File: config.mk
export PLATFORM = sky130hd
export DESIGN_NAME = axi4_w_buffer_drop
export DESIGN_NICKNAME = d
export VERILOG_FILES = /design/src/rtl/axi4_w_buffer_drop.sv
export SDC_FILE = /design/constraint.sdc
export NUM_CORES = 1
export LEC_CHECK = 0
export CAP_MARGIN = 25
export CORE_ASPECT_RATIO = 1.2
export CORE_MARGIN = 1.5
export CORE_UTILIZATION = 50
export CTS_BUF_LIST = sky130_fd_sc_hd__clkbuf_16
export DETAILED_ROUTE_END_ITERATION = 10
export GPL_TIMING_DRIVEN = 0
export PLACE_DENSITY = 0.72
export SYNTH_ARGS = -nofsm -noshare
export SYNTH_HDL_FRONTEND = slang
export SYNTH_SLANG_ARGS = --single-unit
File: constraint.sdc
create_clock -name axi4_aclk -period 6.6 [get_ports axi4_aclk]
set_clock_uncertainty 0.1 [all_clocks]
set_input_delay 1.32 -clock axi4_aclk [delete_from_list [all_inputs] [get_ports axi4_aclk]]
set_output_delay 1.32 -clock axi4_aclk [all_outputs]
set_load 0.005 [all_outputs]
File: src/rtl/axi4_w_buffer_drop.sv
// AXI4 write-data buffer with per-burst forward/drop control.
// Beats from the slave W port are queued in a DEPTH-entry FIFO. For each
// burst, the output side runs one command: forward the burst to the master
// W port, or discard it without ever raising m_axi4_wvalid.
module axi4_w_buffer_drop #(
  parameter int AXI_DATA_WIDTH = 32,
  parameter int AXI_USER_WIDTH = 2,
  parameter int DEPTH          = 4,
  localparam int CNT_W         = $clog2(DEPTH+1)
) (
  input  logic                        axi4_aclk,
  input  logic                        axi4_arstn,
  // slave-side W
  input  logic [AXI_DATA_WIDTH-1:0]   s_axi4_wdata,
  input  logic [AXI_DATA_WIDTH/8-1:0] s_axi4_wstrb,
  input  logic                        s_axi4_wlast,
  input  logic [AXI_USER_WIDTH-1:0]   s_axi4_wuser,
  input  logic                        s_axi4_wvalid,
  output logic                        s_axi4_wready,
  // master-side W
  output logic [AXI_DATA_WIDTH-1:0]   m_axi4_wdata,
  output logic [AXI_DATA_WIDTH/8-1:0] m_axi4_wstrb,
  output logic                        m_axi4_wlast,
  output logic [AXI_USER_WIDTH-1:0]   m_axi4_wuser,
  output logic                        m_axi4_wvalid,
  input  logic                        m_axi4_wready,
  // per-burst command
  input  logic                        cmd_valid,
  input  logic                        cmd_drop,
  output logic                        cmd_ready,
  output logic                        drop_done,
  // status
  output logic [CNT_W-1:0]            fill_level,
  output logic [CNT_W-1:0]            bursts_stored
);

  localparam int PTR_W  = $clog2(DEPTH);
  localparam int STRB_W = AXI_DATA_WIDTH/8;

  typedef struct packed {
    logic [AXI_USER_WIDTH-1:0] user;
    logic [STRB_W-1:0]         strb;
    logic [AXI_DATA_WIDTH-1:0] data;
    logic                      last;
  } beat_t;

  typedef enum logic [1:0] {IDLE, FWD, DROP} state_e;

  beat_t            mem_q [DEPTH];
  beat_t            in_beat, head;
  logic [PTR_W-1:0] wr_ptr_q, wr_ptr_d, rd_ptr_q, rd_ptr_d;
  logic [CNT_W-1:0] fill_q, fill_d, bursts_q, bursts_d;
  state_e           state_q, state_d;
  logic             drop_done_q, drop_done_d;
  logic             empty, full, push, pop, pop_last;

  assign in_beat.user = s_axi4_wuser;
  assign in_beat.strb = s_axi4_wstrb;
  assign in_beat.data = s_axi4_wdata;
  assign in_beat.last = s_axi4_wlast;

  // head entry is read straight from storage; it only moves on a pop,
  // which keeps the payload stable while m_axi4_wvalid waits for ready
  assign head     = mem_q[rd_ptr_q];
  assign empty    = (fill_q == '0);
  assign full     = (fill_q == CNT_W'(DEPTH));
  assign push     = s_axi4_wvalid && !full;
  assign pop_last = pop && head.last;

  assign s_axi4_wready = !full;
  assign m_axi4_wdata  = head.data;
  assign m_axi4_wstrb  = head.strb;
  assign m_axi4_wlast  = head.last;
  assign m_axi4_wuser  = head.user;
  assign drop_done     = drop_done_q;
  assign fill_level    = fill_q;
  assign bursts_stored = bursts_q;

  // storage write; contents deliberately survive reset
  always_ff @(posedge axi4_aclk) begin
    if (push) mem_q[wr_ptr_q] <= in_beat;
  end

  // pointer / counter next-state; pointers wrap at DEPTH (power of two)
  always_comb begin
    wr_ptr_d    = push ? wr_ptr_q + 1'b1 : wr_ptr_q;
    rd_ptr_d    = pop  ? rd_ptr_q + 1'b1 : rd_ptr_q;
    fill_d      = fill_q + CNT_W'(push) - CNT_W'(pop);
    bursts_d    = bursts_q + CNT_W'(push && s_axi4_wlast) - CNT_W'(pop_last);
    drop_done_d = (state_q == DROP) && pop_last;
  end

  // state register plus FIFO bookkeeping, synchronous active-low reset
  always_ff @(posedge axi4_aclk) begin
    if (!axi4_arstn) begin
      state_q     <= IDLE;
      wr_ptr_q    <= '0;
      rd_ptr_q    <= '0;
      fill_q      <= '0;
      bursts_q    <= '0;
      drop_done_q <= 1'b0;
    end else begin
      state_q     <= state_d;
      wr_ptr_q    <= wr_ptr_d;
      rd_ptr_q    <= rd_ptr_d;
      fill_q      <= fill_d;
      bursts_q    <= bursts_d;
      drop_done_q <= drop_done_d;
    end
  end

  // next state: one command per burst, back to IDLE on the wlast pop
  always_comb begin
    state_d = state_q;
    case (state_q)
      IDLE:     if (cmd_valid) state_d = cmd_drop ? DROP : FWD;
      FWD,
      DROP:     if (pop_last)  state_d = IDLE;
      default:  state_d = IDLE;
    endcase
  end

  // outputs per state; DROP drains one beat per cycle without wvalid
  always_comb begin
    cmd_ready     = 1'b0;
    m_axi4_wvalid = 1'b0;
    pop           = 1'b0;
    case (state_q)
      IDLE: cmd_ready = 1'b1;
      FWD: begin
        m_axi4_wvalid = !empty;
        pop           = !empty && m_axi4_wready;
      end
      DROP: pop = !empty;
      default: ;
    endcase
  end

endmodule

Yosys cells after proc, flatten, opt, wreduce, memory -nomap -nowiden
Memory sizes are Yosys's and may differ from the RTL's. A register that Yosys moved wholly into a read port is not among the register bits.
Cells that the tools add are included.
{"block": "word_totals", "mem_bits_rw": 156, "elab_cells": 40, "ff_bits": 13, "mem_count": 1}
{"name": "mem_q", "words": 4, "width": 39, "rd": 1, "rd_ports_with_merged_regs": 1, "write_ports": 1, "line": "49", "text": "beat_t mem_q [DEPTH];"}
{"block": "op_classes", "add_sub_neg": 6, "muxes": 11, "n_reduce_logical": 11, "eq_ne": 5}
{"operator": "$mux W2", "n": 5}
{"operator": "$add A3 B1 Y3", "n": 2}
{"operator": "$sub A3 B1 Y3", "n": 2}
{"operator": "$logic_and A1 B1 Y1", "n": 5}
{"operator": "$add A2 B1 Y2 const B", "n": 2}
{"operator": "$mux W1", "n": 4}
{"operator": "$ne A2 B2 Y1 const B", "n": 2}
{"operator": "$pmux W2 S2", "n": 1}
{"operator": "$eq A3 B3 Y1 const B", "n": 1}
{"operator": "$logic_not A3 Y1", "n": 1}
{"operator": "$eq A2 B1 Y1 const B", "n": 1}
{"operator": "$eq A2 B2 Y1 const B", "n": 1}
{"operator": "$logic_not A1 Y1", "n": 2}
{"operator": "$logic_not A2 Y1", "n": 1}
{"operator": "$pmux W1 S2", "n": 1}
{"operator": "$reduce_and A2 Y1", "n": 1}
{"operator": "$reduce_or A2 Y1", "n": 1}

Depth between registers and ports, before layout
{"block": "depth", "ltp_word": 7, "mapped_depth": 12, "ltp_nobuf": 12}

Least setup slack after synthesis
OpenSTA, ideal clock, no wires.
{"block": "synth_path", "path_kind": "in2reg", "start": "input s_axi4_wvalid", "end": "memory mem_q[3][0] (netlist bit), enable pin", "arrival_time_ns": 2.592, "required_time_ns": 6.100, "path_stages": 2, "setup_slack_ns": 3.508, "n_path_buf": 1, "cell_sequence": "buf_1 > and3_1"}
{"block": "synth_between", "elab_chain_len": 3}
{"item": "from (decl)", "line": "18", "text": "input logic s_axi4_wvalid,"}
{"item": "$logic_and A1 B1 Y1", "line": "67", "text": "assign push = s_axi4_wvalid && !full;"}
{"item": "$mux W1", "line": "81", "text": "if (push) mem_q[wr_ptr_q] <= in_beat;"}
{"item": "$mux W1 (implied by the code)", "line": "81"}
{"item": "to (decl)", "line": "49"}
Every way passes these cells.

==> run metrics <==
status finished, final reports clean; DRT Pass-1 Iters 4; most frequent cells in the layout edfxtp_1 (156), clkdlybuf4s50_1 (92), mux4_2 (39), clkbuf_16 (17); Critical Path AT around 2.5 ns; initial antenna violation count 0; area of the core between 10,000 and 15,000 sq um; VDD IR max ~0.00018 V; CTS Buffer Depth 2; clock group share of total power 0.344; Worst Tran Pin Value about 0.7 ns; register area share after synthesis 0.7705; Post-Syn Area ~6500 sq um; post-DR vias/cell between 5 and 6; n_diodes 0; Avg Inst Size Synth ~22 sq um; HP Class register to register; CTS resizes 0; root cell of the clock tree clkbuf_16; slack of the worst reg-to-reg path between 3 and 4 ns; io pins 94; Clk Latency, worst-skew pair between 0.4 and 0.5 ns; Net Count, Synth approximately 360; cell count after synthesis 299; antenna-violating nets left 0; Post CTS Setup Buffer Count 0; WL final about 11 mm; # setup viols final 0; fin nets around 470; Die X approximately 110 um; Port Buffers 92; drt wl/cell between 15 and 20 um; Initial Util 0.5107; hold depth 2; most common cell after layout, fill and taps aside edfxtp_1; Period minus WS final slightly below 4 ns; CP endpoint kind output pin; Comb power frac 0.147; EDFF count, synth 156; TritonCTS Buffers 17; Leak Pwr between 2 and 3 nW; routability cong. between 0.7 and 0.8; reg2reg start state_q[0]; register bit total from synthesis around 170; Slew HR 0.5345; Final TNS setup 0 ns; sequential power share 0.509; Pwr Total 2.606 mW; Register-to-Register Path Depth 12; hold path startpoint rd_ptr_q[1]; H-tree depth 4; dominant synthesized flop cell edfxtp_1; routed via count around 3,100; row count between 40 and 50; Post-CTS Hold Fix Bufs 0; DP HPWL about 7 mm; Worst-path clk slew 0.06 ns; Initial DRC Count between 150 and 200; Switching Share 0.2240; Psw around 0.58 mW; WP data required slightly above 5 ns; Layout area overhead 27.04%; RSZ-0062 raised after global routing false; first-pass GRT wire length 17.51 mm; Distinct cells, synth 32; asr flop ratio synth 0; vias in the first global route 3,342; Global Route Usage Sum 0.1765; CP Launch Type register; max-slew violations 0; max cap viols 0; die area 13,630 sq um; Final Cycle Share 0.5996; CTS tree done; final hold vios 0; Ys Warns 0; largest net degree at the start of global routing 29; Finished Layout Cells approximately 590; layout cells sized above 1 0.1850; filler cell count 858; Power Internal slightly above 2 mW; Num Clock Sinks roughly 170; area leader, netlist edfxtp_1; GRT overflow 0; CP Max Fanout 10; fin util 0.6488; Cell Pwr Density 317.1 nW/um^2; fraction of post-synthesis cell area in the top cell type by area 0.7240; synth top area cells edfxtp_1 (72%), mux4_2 (14%), dfxtp_1 (4.6%); placed cell count roughly 560; crit path kind register to output pin; Die Y around 130 um; DR DRC count 0; fmax about 250 MHz
==> logic make-up after synthesis <==
family	synth area share
buffers and inverters	0.01450
and+or+nand+nor	0.03210
muxes	0.1373
DFF	0.7705
adders and majority gates	0.02746
AOI/OAI and AO/OA	0.01412
xor gates and xnor gates	0.004062
==> layer usage <==
layer  up-vias  wire length [um]  GRT usage
met3         4               576    0.04490
met2        80              5917     0.3066
li1       1462                 -          -
met4         0                70    0.06196
met5         -                 0          0
met1      1600              4736     0.2149
==> cell type report <==
class,instances,area [sq um],area share
flip-flops and latches,171,4985,0.6065
multi-input cells,106,1396,0.1699
repair buffers,96,1001,0.1218
clock buffers,17,425.4,0.05176
well taps,164,205.2,0.02497
clock inverters,15,112.6,0.01370
plain buffers,11,52.55,0.006394
inverters,11,41.29,0.005024
==> final timing paths <==
| kind | end |
|---|---|
| max reg2reg | fill_level[2] |
| min reg2reg | rd_ptr_q[1] |
| max | m_axi4_wdata[25] |
| min | rd_ptr_q[1] |
==> state kept, by name, summed over array words and instances (netlist names), named ones only <==
signal / count
mem_q: 156
bursts_stored: 3
fill_level: 3
rd_ptr_q: 2
state_q: 2
wr_ptr_q: 2
drop_done: 1
==> Yosys cell counts (5+ instances only) <==
cell type    n
edfxtp_1   156
mux4_2      39
dfxtp_1     15
ha_1        11
inv_1       11
a21oi_1      6
and2_1       6
and3_1       6
nand3_1      5
==> per-stage QoR <==
stage,hold slack (ns),setup WS (ns),instance area (sq um)
after detailed placement,0.3748,2.970,7681
after global routing,0.4244,2.538,8219
after global placement,0.3633,2.730,7596
after CTS,0.3908,2.560,8219
after floorplan,0.3489,3.508,6470
final,0.3846,2.643,8219
==> critical path: stages (launching register included) <==
cell             delay (ns)
dfxtp_1                0.36
buf_2                  0.29
buf_1                  0.58
mux4_2                 0.45
clkdlybuf4s50_1        0.46
==> power groups by stage <==
| stage | sequential (mW) | combinational, mW | clock (mW) |
|---|---|---|---|
| 4_1_cts | 1.33 | 0.390 | 0.916 |
| 3_3_place_gp | 1.35 | 0.367 | 0 |
| 6_report | 1.33 | 0.382 | 0.897 |
| 5_1_grt | 1.34 | 0.417 | 0.950 |
| 3_5_place_dp | 1.35 | 0.387 | 0 |
| 2_1_floorplan | 1.34 | 0.176 | 0 |
No activity file was read; power rests on OpenSTA's default activity.
